==> config.mk <==
export PLATFORM = sky130hd
export DESIGN_NAME = hazard_branch_tracker_flat
export DESIGN_NICKNAME = d
export VERILOG_FILES = /design/src/rtl/hazard_branch_tracker_if.sv /design/src/rtl/hazard_branch_tracker.sv /design/src/flat_wrapper.sv
export SDC_FILE = /design/constraint.sdc
export NUM_CORES = 1
export LEC_CHECK = 0
export ABC_AREA = 0
export CORE_UTILIZATION = 50
export CTS_CLUSTER_DIAMETER = 60
export DETAILED_ROUTE_END_ITERATION = 12
export PLACE_DENSITY_LB_ADDON = 0.05
export SLEW_MARGIN = 25
export SYNTH_ARGS = -nofsm -noshare
export SYNTH_HDL_FRONTEND = slang
export SYNTH_SLANG_ARGS = --single-unit
==> constraint.sdc <==
create_clock -name clk -period 2.7 [get_ports clk]
set_input_delay 0.27 -clock clk [delete_from_list [all_inputs] [get_ports clk]]
set_output_delay 0.27 -clock clk [all_outputs]
set_load 0.005 [all_outputs]
==> src/rtl/hazard_branch_tracker_if.sv <==
// rtl/hazard_branch_tracker_if.sv - decode-side fields, launch control and tracker outputs
interface hazard_branch_tracker_if #(
    parameter int REG_ADDR_W = 5,
    parameter int CNT_W      = 16
);
    logic                  dec_valid;
    logic                  dec_is_branch;
    logic [REG_ADDR_W-1:0] dec_rs1;
    logic [REG_ADDR_W-1:0] dec_rs2;
    logic                  dec_uses_rs1;
    logic                  dec_uses_rs2;
    logic                  dec_writes_rd;
    logic [REG_ADDR_W-1:0] dec_rd;
    logic                  nop_step_3;
    logic                  is_hazzard;
    logic                  is_branch;
    logic                  is_branch_step_4;
    logic                  nop_step_5;
    logic [CNT_W-1:0]      stall_cnt;
    logic [CNT_W-1:0]      bubble_cnt;

    modport master (
        output dec_valid, dec_is_branch, dec_rs1, dec_rs2, dec_uses_rs1, dec_uses_rs2,
        output dec_writes_rd, dec_rd, nop_step_3,
        input  is_hazzard, is_branch, is_branch_step_4, nop_step_5, stall_cnt, bubble_cnt
    );

    modport slave (
        input  dec_valid, dec_is_branch, dec_rs1, dec_rs2, dec_uses_rs1, dec_uses_rs2,
        input  dec_writes_rd, dec_rd, nop_step_3,
        output is_hazzard, is_branch, is_branch_step_4, nop_step_5, stall_cnt, bubble_cnt
    );
endinterface

==> src/rtl/hazard_branch_tracker.sv <==
// rtl/hazard_branch_tracker.sv - shadows execute/memory/writeback for hazard, branch and NOP control
module hazard_branch_tracker #(
    parameter int REG_ADDR_W = 5,
    parameter int CNT_W      = 16
) (
    input  logic                    clk,
    input  logic                    reset,
    hazard_branch_tracker_if.slave  bus
);
    typedef struct packed {
        logic                  valid;
        logic                  is_branch;
        logic                  writes_rd;
        logic [REG_ADDR_W-1:0] rd;
    } stage_t;

    stage_t           s3, s4, s5, s3_next;
    logic [CNT_W-1:0] stall_cnt, bubble_cnt;
    logic             load_bubble;
    logic             hazard;

    // No forwarding: any live writer of a register the decode stage reads blocks it, r0 excepted.
    function automatic logic raw_match(
        input stage_t                s,
        input logic                  uses_rs1,
        input logic [REG_ADDR_W-1:0] rs1,
        input logic                  uses_rs2,
        input logic [REG_ADDR_W-1:0] rs2
    );
        return s.valid & s.writes_rd & (s.rd != '0) &
               ((uses_rs1 & (rs1 == s.rd)) | (uses_rs2 & (rs2 == s.rd)));
    endfunction

    always_comb begin
        load_bubble = bus.nop_step_3 | ~bus.dec_valid;
        s3_next     = '0;
        if (!load_bubble) begin
            s3_next.valid     = 1'b1;
            s3_next.is_branch = bus.dec_is_branch;
            s3_next.writes_rd = bus.dec_writes_rd;
            s3_next.rd        = bus.dec_rd;
        end
        hazard = bus.dec_valid &
                 (raw_match(s3, bus.dec_uses_rs1, bus.dec_rs1, bus.dec_uses_rs2, bus.dec_rs2) |
                  raw_match(s4, bus.dec_uses_rs1, bus.dec_rs1, bus.dec_uses_rs2, bus.dec_rs2) |
                  raw_match(s5, bus.dec_uses_rs1, bus.dec_rs1, bus.dec_uses_rs2, bus.dec_rs2));
    end

    assign bus.is_hazzard       = hazard;
    assign bus.is_branch        = (bus.dec_valid & bus.dec_is_branch) |
                                  (s3.valid & s3.is_branch) | (s4.valid & s4.is_branch);
    assign bus.is_branch_step_4 = s4.valid & s4.is_branch;
    assign bus.nop_step_5       = ~s5.valid;
    assign bus.stall_cnt        = stall_cnt;
    assign bus.bubble_cnt       = bubble_cnt;

    always_ff @(posedge clk) begin
        if (reset) begin
            s3         <= '0;
            s4         <= '0;
            s5         <= '0;
            stall_cnt  <= '0;
            bubble_cnt <= '0;
        end else begin
            s5 <= s4;
            s4 <= s3;
            s3 <= s3_next;
            if (hazard && (stall_cnt != '1)) begin
                stall_cnt <= stall_cnt + 1'b1;
            end
            if (load_bubble && (bubble_cnt != '1)) begin
                bubble_cnt <= bubble_cnt + 1'b1;
            end
        end
    end
endmodule

==> src/flat_wrapper.sv <==
// flat-port wrapper written by rule: the top's interface ports become plain ports
module hazard_branch_tracker_flat 
#(
    parameter int REG_ADDR_W = 5,
    parameter int CNT_W      = 16
)
  (clk, reset, bus_dec_valid, bus_dec_is_branch, bus_dec_rs1, bus_dec_rs2, bus_dec_uses_rs1, bus_dec_uses_rs2, bus_dec_writes_rd, bus_dec_rd, bus_nop_step_3, bus_is_hazzard, bus_is_branch, bus_is_branch_step_4, bus_nop_step_5, bus_stall_cnt, bus_bubble_cnt);
  hazard_branch_tracker_if #(.REG_ADDR_W(REG_ADDR_W), .CNT_W(CNT_W)) bus_i ();
  input  logic clk;
  input  logic reset;
  input wire logic [$bits(bus_i.dec_valid)-1:0] bus_dec_valid;
  input wire logic [$bits(bus_i.dec_is_branch)-1:0] bus_dec_is_branch;
  input wire logic [$bits(bus_i.dec_rs1)-1:0] bus_dec_rs1;
  input wire logic [$bits(bus_i.dec_rs2)-1:0] bus_dec_rs2;
  input wire logic [$bits(bus_i.dec_uses_rs1)-1:0] bus_dec_uses_rs1;
  input wire logic [$bits(bus_i.dec_uses_rs2)-1:0] bus_dec_uses_rs2;
  input wire logic [$bits(bus_i.dec_writes_rd)-1:0] bus_dec_writes_rd;
  input wire logic [$bits(bus_i.dec_rd)-1:0] bus_dec_rd;
  input wire logic [$bits(bus_i.nop_step_3)-1:0] bus_nop_step_3;
  output wire logic [$bits(bus_i.is_hazzard)-1:0] bus_is_hazzard;
  output wire logic [$bits(bus_i.is_branch)-1:0] bus_is_branch;
  output wire logic [$bits(bus_i.is_branch_step_4)-1:0] bus_is_branch_step_4;
  output wire logic [$bits(bus_i.nop_step_5)-1:0] bus_nop_step_5;
  output wire logic [$bits(bus_i.stall_cnt)-1:0] bus_stall_cnt;
  output wire logic [$bits(bus_i.bubble_cnt)-1:0] bus_bubble_cnt;
  assign bus_i.dec_valid = bus_dec_valid;
  assign bus_i.dec_is_branch = bus_dec_is_branch;
  assign bus_i.dec_rs1 = bus_dec_rs1;
  assign bus_i.dec_rs2 = bus_dec_rs2;
  assign bus_i.dec_uses_rs1 = bus_dec_uses_rs1;
  assign bus_i.dec_uses_rs2 = bus_dec_uses_rs2;
  assign bus_i.dec_writes_rd = bus_dec_writes_rd;
  assign bus_i.dec_rd = bus_dec_rd;
  assign bus_i.nop_step_3 = bus_nop_step_3;
  assign bus_is_hazzard = bus_i.is_hazzard;
  assign bus_is_branch = bus_i.is_branch;
  assign bus_is_branch_step_4 = bus_i.is_branch_step_4;
  assign bus_nop_step_5 = bus_i.nop_step_5;
  assign bus_stall_cnt = bus_i.stall_cnt;
  assign bus_bubble_cnt = bus_i.bubble_cnt;
  hazard_branch_tracker #(.REG_ADDR_W(REG_ADDR_W), .CNT_W(CNT_W)) u_core (.clk(clk), .reset(reset), .bus(bus_i));
endmodule
# --- Word level (Yosys, flattened, before mapping) ---
# Index checks and enable logic that the tools add are counted.
word_totals:
  regBits: 55
  input_bits: 23
  output_inout_bits: 36
  word_cells: 59
classes:
  add_sub_neg: 2
  n_eq_ne: 8
  n_mux: 1
  bitwise: 29
  reduce_logical: 6
op_table:
  columns: ["cell", "count"]
  rows:
  - ["$add A16 B1 Y16 const B", 2]
  - ["$ne A16 B16 Y1 const B", 2]
  - ["$eq A5 B5 Y1", 6]
  - ["$and A1 B1 Y1", 19]
  - ["$reduce_bool A5 Y1", 3]
  - ["$mux W8", 1]
  - ["$or A1 B1 Y1", 8]
  - ["$logic_and A1 B1 Y1", 2]
  - ["$not A1 Y1", 2]
  - ["$reduce_or A2 Y1", 1]

# --- Logic depth before layout (Yosys ltp) ---
# Gate-level depths: netlist (run 1).
depth:
  depth_word: 8
  mapped_depth: 9
  depth_no_buf: 9

# --- Worst setup path after synthesis (run 1) ---
# No wires, ideal clock.
synth_timing:
  path_kind: "register -> register"
  startpoint: "register u_core.stall_cnt[6], in the netlist u_core.bus.stall_cnt[6]"
  endpoint: "register u_core.stall_cnt[13], in the netlist u_core.bus.stall_cnt[13]"
  setup_ps: 123
  arrival_time_ps: 1997
  required_ps: 2577
  path_slack_ps: 580
  path_stages_with_launch: 9
  n_path_buf: 1
  period_less_slack_ps: 2120
  path_cell_list: "dfxtp_1 -> and3_1 -> and3_1 -> nand3_2 -> or4_1 -> buf_2 -> nand2_8 -> nor4_1 -> mux2_1"
synth_between:
  elab_chain_len: 2
  elab_cells_between_ends: 3
  classes_between: "add/sub: 1; eq/ne: 1; reduce/logical: 1"
synth_lines:
  columns: ["element", "line", "rtl"]
  rows:
  - ["start: declaration", "hazard_branch_tracker.sv:18", "logic [CNT_W-1:0] stall_cnt, bubble_cnt;"]
  - ["start signal: assignment", "hazard_branch_tracker.sv:69", "stall_cnt <= stall_cnt + 1'b1;"]
  - ["parallel branches: the longest is 2 deep, another holds $add A16 B1 Y16", null, null]
# Several ways; the timed one is not identified.
# A chain may end at the register's enable or synchronous reset.

# --- Worst setup path in the final report (run 1) ---
layout_timing:
  startpoint: "register u_core.s5[0] (netlist bit)"
  endpoint: "output port bus_is_hazzard"
layout_between:
  elab_chain_len: 6
  elab_cells_between_ends: 10
  classes_between: "eq/ne: 2; bitwise: 7; reduce/logical: 1"
layout_lines:
  columns: ["element", "line", "rtl"]
  rows:
  - ["start: declaration", "hazard_branch_tracker.sv:17", "stage_t s3, s4, s5, s3_next;"]
  - ["start signal: assignment", "hazard_branch_tracker.sv:61", "s5 <= '0;"]
  - ["start signal: assignment", "hazard_branch_tracker.sv:65", "s5 <= s4;"]
  - ["$eq A5 B5 Y1", "hazard_branch_tracker.sv:31", "((uses_rs1 & (rs1 == s.rd)) | (uses_rs2 & (rs2 == s.rd)));"]
  - ["$and A1 B1 Y1", "hazard_branch_tracker.sv:31", null]
  - ["$or A1 B1 Y1", "hazard_branch_tracker.sv:31", null]
  - ["$and A1 B1 Y1 (*)", "hazard_branch_tracker.sv:30", "return s.valid & s.writes_rd & (s.rd != '0) &"]
  - ["$or A1 B1 Y1 (*)", "hazard_branch_tracker.sv:45", "raw_match(s4, bus.dec_uses_rs1, bus.dec_rs1, bus.dec_uses_rs2, bus.dec_rs2) |"]
  - ["$and A1 B1 Y1 (*)", "hazard_branch_tracker.sv:43", "hazard = bus.dec_valid &"]
  - ["end: declaration", "flat_wrapper.sv:20", "output wire logic [$bits(bus_i.is_hazzard)-1:0] bus_is_hazzard;"]
# Every way passes the cells marked *; elsewhere a longest branch is shown, timed or not.

==> results of run 1 <==
==> state kept, by name, indices dropped and copies added (netlist names) <==
register	count
u_core.bus.bubble_cnt	16
u_core.s4	8
u_core.s3	8
u_core.s5	7
u_core.bus.stall_cnt	16
==> area by class of cell <==
type | count | share of cell area (%)
timing repair buffer | 68 | 19.4
inverter | 7 | 0.776
clock inverter | 2 | 1.03
multi-input combinational | 210 | 41.3
tap | 67 | 2.48
clock buffer | 6 | 2.44
sequential | 55 | 32.7
==> Yosys cell counts <==
cell type and count:
sky130_fd_sc_hd__o2111ai_1 3, sky130_fd_sc_hd__nor4b_1 1, sky130_fd_sc_hd__a21oi_1 10, sky130_fd_sc_hd__and4_1 1, sky130_fd_sc_hd__ha_1 2, sky130_fd_sc_hd__nor3_1 2, sky130_fd_sc_hd__buf_6 1, sky130_fd_sc_hd__o31ai_1 2
sky130_fd_sc_hd__mux2i_1 3, sky130_fd_sc_hd__mux2_1 2, sky130_fd_sc_hd__a221oi_1 1, sky130_fd_sc_hd__xor2_1 40, sky130_fd_sc_hd__and2_1 8, sky130_fd_sc_hd__o21ai_0 5, sky130_fd_sc_hd__inv_1 7, sky130_fd_sc_hd__mux2_4 1
sky130_fd_sc_hd__or3_1 5, sky130_fd_sc_hd__nor2_1 33, sky130_fd_sc_hd__nand4_1 10, sky130_fd_sc_hd__clkbuf_1 5, sky130_fd_sc_hd__a41oi_2 1, sky130_fd_sc_hd__nor2b_1 19, sky130_fd_sc_hd__nor4_1 8, sky130_fd_sc_hd__buf_2 1
sky130_fd_sc_hd__xnor2_1 9, sky130_fd_sc_hd__dfxtp_1 55, sky130_fd_sc_hd__nand3_2 1, sky130_fd_sc_hd__or4_1 6, sky130_fd_sc_hd__and3_1 7, sky130_fd_sc_hd__nand3_1 17, sky130_fd_sc_hd__nand2_8 1, sky130_fd_sc_hd__nand2_1 12
==> worst reg2reg max path, cell delays in order, from the launching register on <==
cell and delay [ns]:
sky130_fd_sc_hd__dfxtp_1 0.39, sky130_fd_sc_hd__and3_1 0.23, sky130_fd_sc_hd__and3_1 0.25, sky130_fd_sc_hd__nand3_2 0.15, sky130_fd_sc_hd__or4_1 0.77, sky130_fd_sc_hd__nand2_8 0.20
sky130_fd_sc_hd__nor4_1 0.07, sky130_fd_sc_hd__mux2_1 0.32
==> power by group through the flow <==
| stage | clock (mW) | sequential (mW) | combinational [mW] |
|---|---|---|---|
| 4_1_cts | 0.570 | 0.836 | 0.124 |
| 3_5_place_dp | 0 | 0.855 | 0.123 |
| 5_1_grt | 0.611 | 0.839 | 0.136 |
| 2_1_floorplan | 0 | 0.851 | 0.0535 |
| 3_3_place_gp | 0 | 0.855 | 0.123 |
| 6_report | 0.562 | 0.836 | 0.124 |
==> cells in the final DEF (no fill, tap or decap), types with 9 or more instances in the layout <==
| master | n |
|---|---|
| sky130_fd_sc_hd__nor2b_1 | 19 |
| sky130_fd_sc_hd__nor2_1 | 33 |
| sky130_fd_sc_hd__nand4_1 | 10 |
| sky130_fd_sc_hd__clkdlybuf4s50_1 | 58 |
| sky130_fd_sc_hd__nand3_1 | 17 |
| sky130_fd_sc_hd__xnor2_1 | 9 |
| sky130_fd_sc_hd__dfxtp_1 | 51 |
| sky130_fd_sc_hd__buf_4 | 10 |
| sky130_fd_sc_hd__a21oi_1 | 10 |
| sky130_fd_sc_hd__xor2_1 | 40 |
| sky130_fd_sc_hd__nand2_1 | 12 |
==> metal layers <==
layer | up-vias | share of wire, % | GRT usage (%)
met4 | 0 | 1.4 | 6.75
met1 | 1032 | 47 | 32.3
li1 | 1097 | - | -
met5 | - | 0 | 0
met3 | 9 | 4.9 | 3.43
met2 | 68 | 47 | 36.1
==> kinds of logic after synthesis <==
| kind of cell | after synthesis | synth area share (%) |
|---|---|---|
| DFF | 55 | 43.4 |
| adders and majority gates | 2 | 0.986 |
| xor gates and xnor gates | 49 | 16.9 |
| muxes | 6 | 2.66 |
| and+or+nand+nor | 131 | 28.1 |
| AOI/OAI and AO/OA | 22 | 5.57 |
| buffers and inverters | 14 | 2.42 |
==> what timing repair did <==
action                                 CTS  global route
pin swaps                                0             1
buffers inserted                         0             1
endpoints found under the hold margin    0             0
cloned                                   0             0
setup endpoints to repair                1             1
resized for setup                        4             4
==> how the worst min path moves through the flow <==
| stage | to | from | cells past startpoint |
|---|---|---|---|
| after floorplan | u_core.s3[0] | bus_dec_rd[0] | 1 |
| after global placement | u_core.s4[5] | u_core.s3[5] | 1 |
| after detailed placement | u_core.s4[5] | u_core.s3[5] | 1 |
| after CTS | u_core.s5[5] | u_core.s4[5] | 1 |
| after global routing | u_core.s4[6] | u_core.s3[6] | 1 |
| final | u_core.s4[6] | u_core.s3[6] | 1 |
==> results.md, run 1 <==
* Netlist area before placement at around 2500 um2
* Share of power burned in the clock network at 36.9%
* Number of optimization iterations in the first detailed-route pass at 4
* Number of placement rows at 25
* Switching portion of total power at 21.6%
* Routed wire per std cell at 13.8 um
* Via count of the first global-routing pass at a little over 2,000
* Post-placement setup slack at -0.138 ns
* Worst reg2reg setup slack at between 0.2 and 0.25 ns
* Post-route design area at 3390 um2
* Required time of the worst setup path at 2.43 ns
* Leakage component of the power at 1.28 nW
* Count of yosys warnings during synthesis at 0
* Initial antenna violation count at 0
* Number of unique standard cell types used by synthesis at 32
* CTS tree: done
* Cell depth of the worst setup path at 5
* Sw power at 0.329 mW
* Overall track demand over capacity in global routing at 22.9%
* Syn nets at about 300
* Layout cells sized above 1 at 8.62%
* Total CTS buffers at 5
* First-pass GRT wire length at approximately 9.5 mm
* Slew Limit Fails at 0
* Number of vias in the routed layout at 2,206
* Number of H-tree branching levels at 2
* Instance count after placement with tap cells included at slightly above 400
* FF+latch count, synth at 55
* Number of buffers on the longest clock path at 2
* Mapped Cells at 279
* Share of the synthesized area in the top cell type at 43.4%
* Slack of the critical path at around 0.087 ns
* RSZ-0062 raised after global routing: false
* Max IR drop VDD at 0.285 mV
* Placed wire-length estimate at 4.29 mm
* Placed instance area at 3240 um2
* Fraction of power consumed by sequential logic at 54.9%
* Non-filler instance count after layout at 415
* Final period util at 96.8%
* Worst setup skew after layout at 0.0113 ns
* Fill cell instance count of the final layout at 406
* Flip-flop and latch area at approximately 1100 um2
* Hold Vio Cnt, Final at 0
* Class of the tightest hold or removal check: reg2reg
* Worst slack on hold paths at 0.472 ns
* Source of the worst register-to-register timing path: u_core.bus.stall_cnt[8]
* Result of the run: complete, no violations
* DRC viols at 0
* I/O pins at approximately 60
* Clock latency at the later pin of the worst-skew pair at 0.30 ns
* Number of nets with antenna violations after routing at 0
* Arrival @ worst endpoint at 2.34 ns
* Sequential fraction of the synthesis area at between 40% and 50%
* Combinational fraction of design power at 8.1%
* Total chip power at between 1.5 and 2 mW
* Peak fanout along the critical path at 5
* Port Buf Inserts at 58
* Crit Reg-Reg Endpoint: u_core.bus.stall_cnt[15]
* Cells taking the most area after synthesis: sky130_fd_sc_hd__dfxtp_1, sky130_fd_sc_hd__xor2_1, sky130_fd_sc_hd__nor2_1
* Clk slew on worst S/H paths at ~0.1 ns
* CP Buf/Inv Count at 1
* Min Tclk post-route at 2.61 ns
* Chip Width at ~73 um
* Dominant delay contributor by cell family on the critical path: simple AND/OR/NAND/NOR gates
* Crit Path Class: reg2out
* Die outline area at 5370 um2
* Number of nets in the layout at 372
* Final GP Congestion at 0.890
* Clock tree root buffer cell: sky130_fd_sc_hd__clkbuf_8
* Start point of the critical path: u_core.s5[0]
* Core Box Area at 4820 um2
* Cts-stage hold buffer count at 0
* Cell Int Power at 1.19 mW
* Delay of the slowest cell on the worst path at around 0.55 ns
* Final setup viols at 0
* Number of DRC markers in iteration 0 at 150
* Crit path cell chain: or4_4 -> o2111ai_2 -> a21oi_1 -> or3_4 -> clkdlybuf4s50_1
* Capturing instance or port of the critical path: bus_is_hazzard
* Starting utilization of the core area at 52.7%
* Via count normalized by instance count at between 5 and 6
* Worst slew margin relative to its limit at 56.2%
* Power per standard cell area at 449 nW/um2
* Overall die height at 73.3 um
* Multi-input combinational cell area at 1400 um2
* Maximum number of pins on one net before global-route repair at 28
* CTS sink cnt at 55
* Wire length reported by the detailed router at roughly 5.7 mm
* Worst Setup Start Kind: flop
* Maximum clock frequency at around 380 MHz
* Transition time at the pin with the least slew margin at 0.655 ns
* Synth area leader: sky130_fd_sc_hd__dfxtp_1
* Post-route core utilization at between 70% and 80%
* CP Capture Type: output pin
* Max stage delay cell, worst path: sky130_fd_sc_hd__or4_4
* Reported max-cap violation count at 0
* Area delta synth->final at 33.4%
* Final total negative setup slack at 0 ns
* Mean cell area of the mapped netlist at 9.10 um2
* R2r worst-path depth at 7
* Diode count at 0
* Remaining global-route overflow at 0
No activity file was read; power rests on OpenSTA's default activity.
==> inputs of run 2 (changes only) <==
Settings changed: CAP_MARGIN set to 25.
==> results of run 2 <==
Same layout as run 1: the final DEF is identical, and so are final timing and power.
==> inputs of run 3 (changes only) <==
Settings changed: REMOVE_ABC_BUFFERS set to 1.
==> run 3 against run 2 <==
First-iteration DRC count shrank 14%; highest routed layer unchanged; largest cell class unchanged; final cell count is 0.96% lower; sequential power about the same.
==> results.md, run 3 (synthesis results as in run 1) <==
* DRC viols at 0
* Instance count after placement with tap cells included at 403
* CP Capture Type: flop
* Largest regs: u_core.bus.bubble_cnt: 16 flops, u_core.bus.stall_cnt: 16 flops
* Clk slew on worst S/H paths at roughly 0.090 ns
* Area delta synth->final at 30.8%
* Port Buf Inserts at 58
* Worst slew margin relative to its limit at a little under three quarters
* Total CTS buffers at 5
* Number of DRC markers in iteration 0 at 129
* Crit Path Class: reg2reg
* Clock latency at the later pin of the worst-skew pair at 0.30 ns
* Non-filler instance count after layout at 411
* Peak fanout along the critical path at 10
* Power per standard cell area at 434 nW/um2
* Routed wire per std cell at roughly 13 um
* Leading cell type in the layout, fill and taps excluded: sky130_fd_sc_hd__clkdlybuf4s50_1
* Reported max-cap violation count at 0
* Number of H-tree branching levels at 2
* Buffer count from post-CTS setup fixing at 0
* Number of nets in the layout at 368
* Final GP Congestion at 0.887
* Overall die height at 73.3 um
* Leading cell types in the layout, fill and taps excluded: sky130_fd_sc_hd__clkdlybuf4s50_1, sky130_fd_sc_hd__dfxtp_1, sky130_fd_sc_hd__xor2_1, sky130_fd_sc_hd__nor2_1, sky130_fd_sc_hd__nor2b_1
* Result of the run: complete, no violations
* Chip Width at around 73 um
* CTS sink cnt at 55
* I/O pins at 59
* Placed wire-length estimate at 3.89 mm
* Die outline area at 5370 um2
* Maximum clock frequency at 408 MHz
* Via count normalized by instance count at 5.19
* Maximum number of pins on one net before global-route repair at 27
* Number of nets with antenna violations after routing at 0
* Final period util at 90.7%
* Slew Limit Fails at 0
* Diode count at 0
* Min Tclk post-route at 2.45 ns
* Starting utilization of the core area at between 50% and 60%
* Worst setup skew after layout at 0.00379 ns
* Via count of the first global-routing pass at 1,916
* Clock tree root buffer cell: sky130_fd_sc_hd__clkbuf_8
* Remaining global-route overflow at 0
* Arrival @ worst endpoint at 2.64 ns
* Cts-stage hold buffer count at 0
* CTS tree: done
* Layout cells sized above 1 at 5.23%
* Number of vias in the routed layout at 2,134
* Leakage component of the power at roughly 1.3 nW
* RSZ-0062 raised after global routing: false
* Wire length reported by the detailed router at roughly 5.3 mm
* Final setup viols at 0
* Required time of the worst setup path at 2.89 ns
* First-pass GRT wire length at 8.67 mm
* Class of the tightest hold or removal check: reg2reg
* Max IR drop VDD at 0.291 mV
* Hold Vio Cnt, Final at 0
* Post-placement setup slack at -0.0262 ns
* Overall track demand over capacity in global routing at 20.9%
* Number of optimization iterations in the first detailed-route pass at 4
* Core Box Area at between 4000 and 5000 um2
* Transition time at the pin with the least slew margin at 0.434 ns
* Number of placement rows at 25
* Slack of the critical path at 0.250 ns
* Number of buffers on the longest clock path at 2
* Worst Setup Start Kind: flop
* Initial antenna violation count at 0
## run 3: cell types whose count changed in the layout (fill, tap and decap cells not counted), sizes merged
cell	delta
clkinv	-1
buf	-4
clkdlybuf4s50	-1
dlymetal6s2s	+1
clkbuf	+2
bufinv	-1
## run 3: power by group
group	internal [mW]	switching (mW)	total, mW
logic	0.0690	0.0509	0.120
registers	0.822	0.0135	0.835
clock network	0.235	0.250	0.484
## run 3: path summary, 6_finish.rpt
check / end / from / cells after the start / slack [ns]
worst min register to register: u_core.s4[6] / u_core.s3[6] / 1 / 0.47
worst max-delay path: u_core.bus.stall_cnt[15] / u_core.bus.stall_cnt[7] / 7 / 0.25
worst max register to register: u_core.bus.stall_cnt[15] / u_core.bus.stall_cnt[7] / 7 / 0.25
worst min-delay path: u_core.s4[6] / u_core.s3[6] / 1 / 0.47
## run 3: repair_timing
| action | 4_1_cts | 5_1_grt |
|---|---|---|
| gates resized for setup | 1 | 1 |
| pin swaps | 0 | 0 |
| endpoints found under the setup margin | 1 | 1 |
## run 3: final cells by class
type / count / area, um2
clock buffers: 8 / 100
fillers: 421 / 1500
inverters: 7 / 26.3
multi-input cells: 210 / 1380
flip-flops and latches: 55 / 1100
well taps: 67 / 83.8
repair buffers: 64 / 628
## run 3: layer usage
metal | track usage, % | part of all wire (%) | vias to the layer above
met5 | 0 | 0 | -
met4 | 6.10 | 0.88 | 0
met3 | 5.76 | 5.9 | 6
met2 | 32.6 | 44 | 65
met1 | 28.3 | 49 | 972
li1 | - | - | 1091
## run 3: through the flow
step / area [um2] / util, % / setup TNS, ns / total power, mW / hold slack, ns
2_1_floorplan: 2500 / - / 0 / 0.896 / 0.339
3_3_place_gp: 3210 / 66.7 / 0 / 0.974 / 0.451
3_5_place_dp: 3210 / 66.7 / -0.0280 / 0.974 / 0.458
4_1_cts: 3320 / 68.9 / 0 / 1.46 / 0.472
5_1_grt: 3320 / 68.9 / 0 / 1.51 / 0.489
6_report: 3320 / 68.9 / 0 / 1.44 / 0.470
## run 3: worst max-delay path: stages, from the launching register on
cell                      delay [ns]
sky130_fd_sc_hd__dfxtp_1        0.40
sky130_fd_sc_hd__and3_1         0.22
sky130_fd_sc_hd__and3_1         0.24
sky130_fd_sc_hd__nand3_2        0.13
sky130_fd_sc_hd__or4_1          0.76
sky130_fd_sc_hd__nand2_8        0.20
sky130_fd_sc_hd__nor4_1         0.07
sky130_fd_sc_hd__mux2_1         0.31
